===== config.mk =====
export PLATFORM = sky130hd
export DESIGN_NAME = fp_add_operand_seq
export DESIGN_NICKNAME = d
export VERILOG_FILES = /design/src/rtl/fp_add_operand_seq.sv
export SDC_FILE = /design/constraint.sdc
export NUM_CORES = 1
export LEC_CHECK = 0
export BUFFER_PORTS_ARGS = -buffer_cell sky130_fd_sc_hd__buf_2
export CAP_MARGIN = 25
export CORE_UTILIZATION = 40
export DETAILED_ROUTE_END_ITERATION = 6
export PLACE_DENSITY = 0.68
export SLEW_MARGIN = 10
export SYNTH_ARGS = -nofsm -noshare
export SYNTH_HDL_FRONTEND = slang
export SYNTH_SLANG_ARGS = --single-unit

===== constraint.sdc =====
create_clock -name clk -period 1.8 [get_ports clk]
set_input_delay 0.18 -clock clk [delete_from_list [all_inputs] [get_ports clk]]
set_output_delay 0.18 -clock clk [all_outputs]
set_load 0.05 [all_outputs]

===== src/rtl/fp_add_operand_seq.sv =====
// fp_add_operand_seq: byte-serial operand sequencer and result capture around fp_add; FP_SEQ_SPECIAL_FLAG_EN enables out_flag
module fp_add_operand_seq #(
  parameter int WIDTH       = 8,
  parameter int EXP_WIDTH   = 5,
  parameter int MAN_WIDTH   = 2,
  parameter int ADD_LATENCY = 0
) (
  input  logic             clk,
  input  logic             reset,
  input  logic [WIDTH-1:0] in_data,
  input  logic             in_valid,
  input  logic             in_is_sub,
  output logic             in_ready,
  output logic [WIDTH-1:0] add_a,
  output logic [WIDTH-1:0] add_b,
  output logic             add_subtract,
  input  logic [WIDTH-1:0] add_result,
  output logic [WIDTH-1:0] out_data,
  output logic             out_valid,
  input  logic             out_ready,
  output logic             out_flag
);
  typedef enum logic [1:0] {LOAD_A, LOAD_B, WAIT, DONE} state_t;
  state_t           r_state, w_next;
  logic [2:0]       r_cnt;
  logic [WIDTH-1:0] r_a, r_b, r_out;
  logic             r_sub, r_valid, r_flag;
  logic             w_hs_in, w_hs_out, w_flag;
  if ((1 + EXP_WIDTH + MAN_WIDTH) != WIDTH || ADD_LATENCY < 0 || ADD_LATENCY > 7) begin : g_bad_cfg
    $error("fp_add_operand_seq: inconsistent field widths or ADD_LATENCY outside 0..7");
  end
  assign in_ready     = !reset && (r_state == LOAD_A || r_state == LOAD_B);
  assign w_hs_in      = in_valid && in_ready;
  assign w_hs_out     = r_valid && out_ready;
  assign add_a        = r_a;
  assign add_b        = r_b;
  assign add_subtract = r_sub;
  assign out_data     = r_out;
  assign out_valid    = r_valid;
  assign out_flag     = r_flag;
`ifdef FP_SEQ_SPECIAL_FLAG_EN
  // exponent all ones on the result or either held operand marks inf/NaN
  assign w_flag = &add_result[MAN_WIDTH +: EXP_WIDTH] | &r_a[MAN_WIDTH +: EXP_WIDTH] | &r_b[MAN_WIDTH +: EXP_WIDTH];
`else
  assign w_flag = 1'b0;
`endif
  // next state: two operand loads, latency wait, then hold until the result is taken
  always_comb begin
    w_next = r_state;
    case (r_state)
      LOAD_A:  w_next = w_hs_in ? LOAD_B : LOAD_A;
      LOAD_B:  w_next = w_hs_in ? WAIT : LOAD_B;
      WAIT:    w_next = (r_cnt == 3'd0) ? DONE : WAIT;
      DONE:    w_next = w_hs_out ? LOAD_A : DONE;
      default: w_next = LOAD_A;
    endcase
  end
  // state, operand holding registers, latency counter and result capture
  always_ff @(posedge clk) begin
    if (reset) begin
      r_state <= LOAD_A;
      r_cnt   <= 3'd0;
      r_a     <= '0;
      r_b     <= '0;
      r_sub   <= 1'b0;
      r_out   <= '0;
      r_valid <= 1'b0;
      r_flag  <= 1'b0;
    end else begin
      r_state <= w_next;
      if (r_state == LOAD_A && w_hs_in) r_a <= in_data;
      if (r_state == LOAD_B && w_hs_in) begin
        r_b   <= in_data;
        r_sub <= in_is_sub;
        r_cnt <= 3'(ADD_LATENCY);
      end
      if (r_state == WAIT && r_cnt != 3'd0) r_cnt <= r_cnt - 3'd1;
      if (r_state == WAIT && r_cnt == 3'd0) begin
        r_out   <= add_result;
        r_valid <= 1'b1;
        r_flag  <= w_flag;
      end
      if (w_hs_out) begin
        r_valid <= 1'b0;
        r_flag  <= 1'b0;
      end
    end
  end
endmodule


# Yosys cells after proc, flatten, opt, wreduce, memory -nomap -nowiden
# Index checks and enable logic that the tools add are counted.
[totals] reg_bits=31 input_bits=21 out_inout_bits=28 elab_cells=32
[classes] n_addsub=1 n_eq_ne=3 n_mux=7 n_reduce_logical=14
[op_table] cell="2-bit one-hot mux with 4 select lines" n=1
[op_table] cell="1-bit logical AND" n=7
[op_table] cell="3-bit 2-to-1 mux" n=2
[op_table] cell="2-bit == test, second input constant" n=2
[op_table] cell="2-bit 2-to-1 mux" n=2
[op_table] cell="3-bit zero test" n=1
[op_table] cell="3-bit nonzero test" n=1
[op_table] cell="3-bit by 1-bit subtractor with 3-bit output, second input constant" n=1
[op_table] cell="2-bit by 1-bit == test with 1-bit output, second input constant" n=1
[op_table] cell="2-bit zero test" n=1
[op_table] cell="1-bit 2-to-1 mux" n=2
[op_table] cell="2-bit nonzero test" n=1
[op_table] cell="2-bit OR reduction" n=1
[op_table] cell="1-bit zero test" n=1
[op_table] cell="1-bit logical OR" n=1

# Logic depth before layout (Yosys ltp)
[depth] word_depth=7 depth_mapped=7 depth_no_buf=6

# Worst setup path before layout
# OpenSTA, ideal clock, no wires.
[synth_path] path_kind="register to register" from="register r_cnt[0]" to="register r_cnt[1]" arrival_ns=1.454 t_required_ns=1.713 slack_ns=0.259 path_stages_with_launch=7 period_less_slack_ns=1.541 cell_sequence="dfxtp_1 -> inv_1 -> ha_1 -> ha_1 -> or3b_1 -> or3_1 -> o31ai_1"
[synth_between] elab_chain_cells=3
[synth_rtl] item="start, declared" line_no="25" source="logic [2:0] r_cnt;"
[synth_rtl] item="start signal, assigned" line_no="75" source="r_cnt <= 3'(ADD_LATENCY);"
[synth_rtl] item="start signal, assigned" line_no="77" source="if (r_state == WAIT && r_cnt != 3'd0) r_cnt <= r_cnt - 3'd1;"
[synth_rtl] item="branches (longest 3 deep; another with 3-bit by 1-bit subtractor with 3-bit output)"
# Parallel ways; which one is timed is not known.
# A chain may end at the register's enable or synchronous reset.

# Final worst setup path
[layout_path] from="register r_cnt[0]" to="register r_cnt[0]"
# The elaborated chain is that of the path after synthesis.

==> qor.yml <==
rsz0062_at_grt: "no"
hold_viol: 0
cts.sinks: 31
slowest_delay_ps: 400
multi_input_area_sq_um: 531.8
vias_per_cell: 4.935
clock_latency_ps: 330
cts_tree: "yes"
power_density_mw_per_mm2: 944.2
post_cts_resized: 0
synth_top_cells_by_area: "dfxtp_1 (51%), nand2_1 (11%), a21oi_1 (6.9%)"
synth_edf_count: 0
cap_viol_max_count: 0
crit_path_start_kind: "flip-flop"
synth_async_sr_flop_share: 0
worst_setup_path_end_kind: "flip-flop"
crit_fanout: 4
fin_nets: 207
fillers: 287
synthFlopType: "dfxtp_1"
yosysTopAreaCellShare: 0.5051
rows: 19
route.detailed.drc: 4
synth_area_sq_mm: 0.001229
gp_congestion: 0.7532
path_common_cell: "ha_1"
die-area_sq_mm: 0.003297
placed_area_sq_mm: 0.001460
whs_ps: 52.72
ff_latch_area_sq_um: 620.6
track_usage: 0.1795
drt_iter0_drc: 39
cp.arrival_ps: 1960
crit_type: "flip-flop to flip-flop"
portBuffers: 47
grt_pass1_vias: 1059
vias: 1066
clk_path_buf_depth: 2
synth_compound_area_frac: 0.1191
cts_buffers: 5
worstPathCellList: "inv_1 > ha_1 > ha_1 > or3b_1 > or3_1 > o31ai_1"
die_h_um: 57.42
path_depth: 6
fin_crit_ps: 1727
wl_per_cell_um: 12.10
syn_to_final_growth_pct: 24.44
initial_utilization: 0.4343
vdd_drop_max_mv: 0.4513
synth.mux.area_fraction: 0.06517
power_mw: 1.444
r2r_cells: 6
wl_mm: 2.614
path_buf_inv: 1
cts_hold_buf: 0
ys_seq_elements: 31
final_util: 0.5405
min_path_cells: 2
slew_violations: 0
finClkSkew_ps: 7.585
path_clk_slew_ps: 90
critPathRequiredTime_ps: 2040
cts-root-buf: "clkbuf_4"
grt_remaining_overflow: 0
drtAntennaViolNets: 0
dpl.hpwl_mm: 1.919
synth-simple-area-share: 0.2251
synthAdderAreaFrac: 0.02037
status: "finished, violations left"
violations: "DRC"
n_antenna_cell: 0
yosysTopAreaCell: "dfxtp_1"
synth_nets: 161
yosys_warnings: 0
worst_hold_path_type: "input port to flip-flop"
cp_top_family: "simple AND/OR/NAND/NOR gates"
antenna_found_initial: 0
synthCells: 138
synth_top_family_by_area: "simple AND/OR/NAND/NOR gates"
tns_ps: 0
cp_slowest_cell: "or3b_1"
htreeDepth: 2
synth_xor_area_frac: 0
grt_max_degree: 25
yosys.cell_types.count: 27
fmax_mhz: 579.1
period_share: 0.9593
synth.most_common_cell: "nand2_1"
core_sq_mm: 0.002829
firstDrtPassIters: 7
grt_pass1_wl_mm: 4.436
drive_above_1_share: 0.3189
avgSynthCellArea_sq_um: 8.903
post_cts.repair.setup_buffers: 0
power.leakage_nw: 0.7317
fp.dieW_um: 57.42
yosys-top-cells-count: "nand2_1 (35), dfxtp_1 (31), a21oi_1 (17)"
ioPinCount: 49
ys_seq_area_frac: 0.5051
finalSetupViolCount: 0
stdcell_area_sq_mm: 0.001529
==> report_power, final <==
part | switching (mW) | leakage [nW] | internal (mW)
registers | 0.0258 | 0.252 | 0.715
clock network | 0.229 | 0.0386 | 0.230
logic | 0.170 | 0.442 | 0.0755
total | 0.424 | 0.732 | 1.02
==> per-layer routing <==
layer  GRT usage  wire [um]
met5           0          0
met1      0.2165       1124
met2      0.2874       1262
met4     0.07317         43
met3     0.06803        184
==> state kept, by name, indices dropped and copies added (netlist names) <==
| signal | cells |
|---|---|
| add_a | 8 |
| add_b | 8 |
| add_subtract | 1 |
| out_data | 8 |
| out_valid | 1 |
| r_cnt | 3 |
| r_state | 2 |
==> worst reg2reg max path, cell delays in order (launching register included) <==
cell     delay, ps
dfxtp_1        350
inv_1           70
ha_1           190
ha_1           220
or3b_1         400
or3_1          320
o31ai_1         80
==> cells in the final DEF (no fill, tap or decap), drive strengths merged <==
cell | Yosys | routed
o31ai | 3 | 3
nand4bb | 1 | 1
a21oi | 17 | 17
or3 | 3 | 3
nand3b | 1 | 1
mux2i | 8 | 8
or4b | 1 | 1
dfxtp | 31 | 31
inv | 3 | 3
nor2b | 2 | 2
clkbuf | 3 | 8
a22oi | 1 | 1
nor2 | 10 | 10
a31o | 1 | 1
nor4b | 1 | 1
or3b | 1 | 1
ha | 2 | 2
a211oi | 3 | 3
nor4bb | 1 | 1
nand3 | 1 | 1
buf | 8 | 50
conb | 1 | 1
nand2 | 35 | 35
==> cell type report <==
| cell class | instances | area share |
|---|---|---|
| inverter | 3 | 0.007365 |
| sequential | 31 | 0.4059 |
| multi-input combinational | 93 | 0.3478 |
| tap | 31 | 0.02537 |
| clock buffer | 8 | 0.04501 |
| timing repair buffer | 50 | 0.1686 |
==> stage by stage <==
stage	cells	setup WS [ps]
5_1_grt	216	30.89
4_1_cts	216	87.28
3_5_place_dp	208	110.7
2_1_floorplan	138	259.1
3_3_place_gp	208	215.8
6_report	216	73.22
==> logic make-up (layout without fill, tap and decap cells) <==
| group | count (synthesis) | in the layout |
|---|---|---|
| compound gates | 25 | 25 |
| fa+ha+maj | 2 | 2 |
| buf+inv | 14 | 61 |
| flops | 31 | 31 |
| mux | 8 | 8 |
| other cells | 1 | 1 |
| simple gates | 57 | 57 |
==> worst paths after layout <==
check / end / from / slack [ps]
min: out_valid$_SDFFE_PP0P_ / out_ready / 50
max: r_cnt[0]$_SDFFE_PP0P_ / r_cnt[0]$_SDFFE_PP0P_ / 70
min reg2reg: add_a[2]$_SDFFE_PP0P_ / add_a[2]$_SDFFE_PP0P_ / 450
max reg2reg: r_cnt[0]$_SDFFE_PP0P_ / r_cnt[0]$_SDFFE_PP0P_ / 70
No activity file was read; power rests on OpenSTA's default activity.
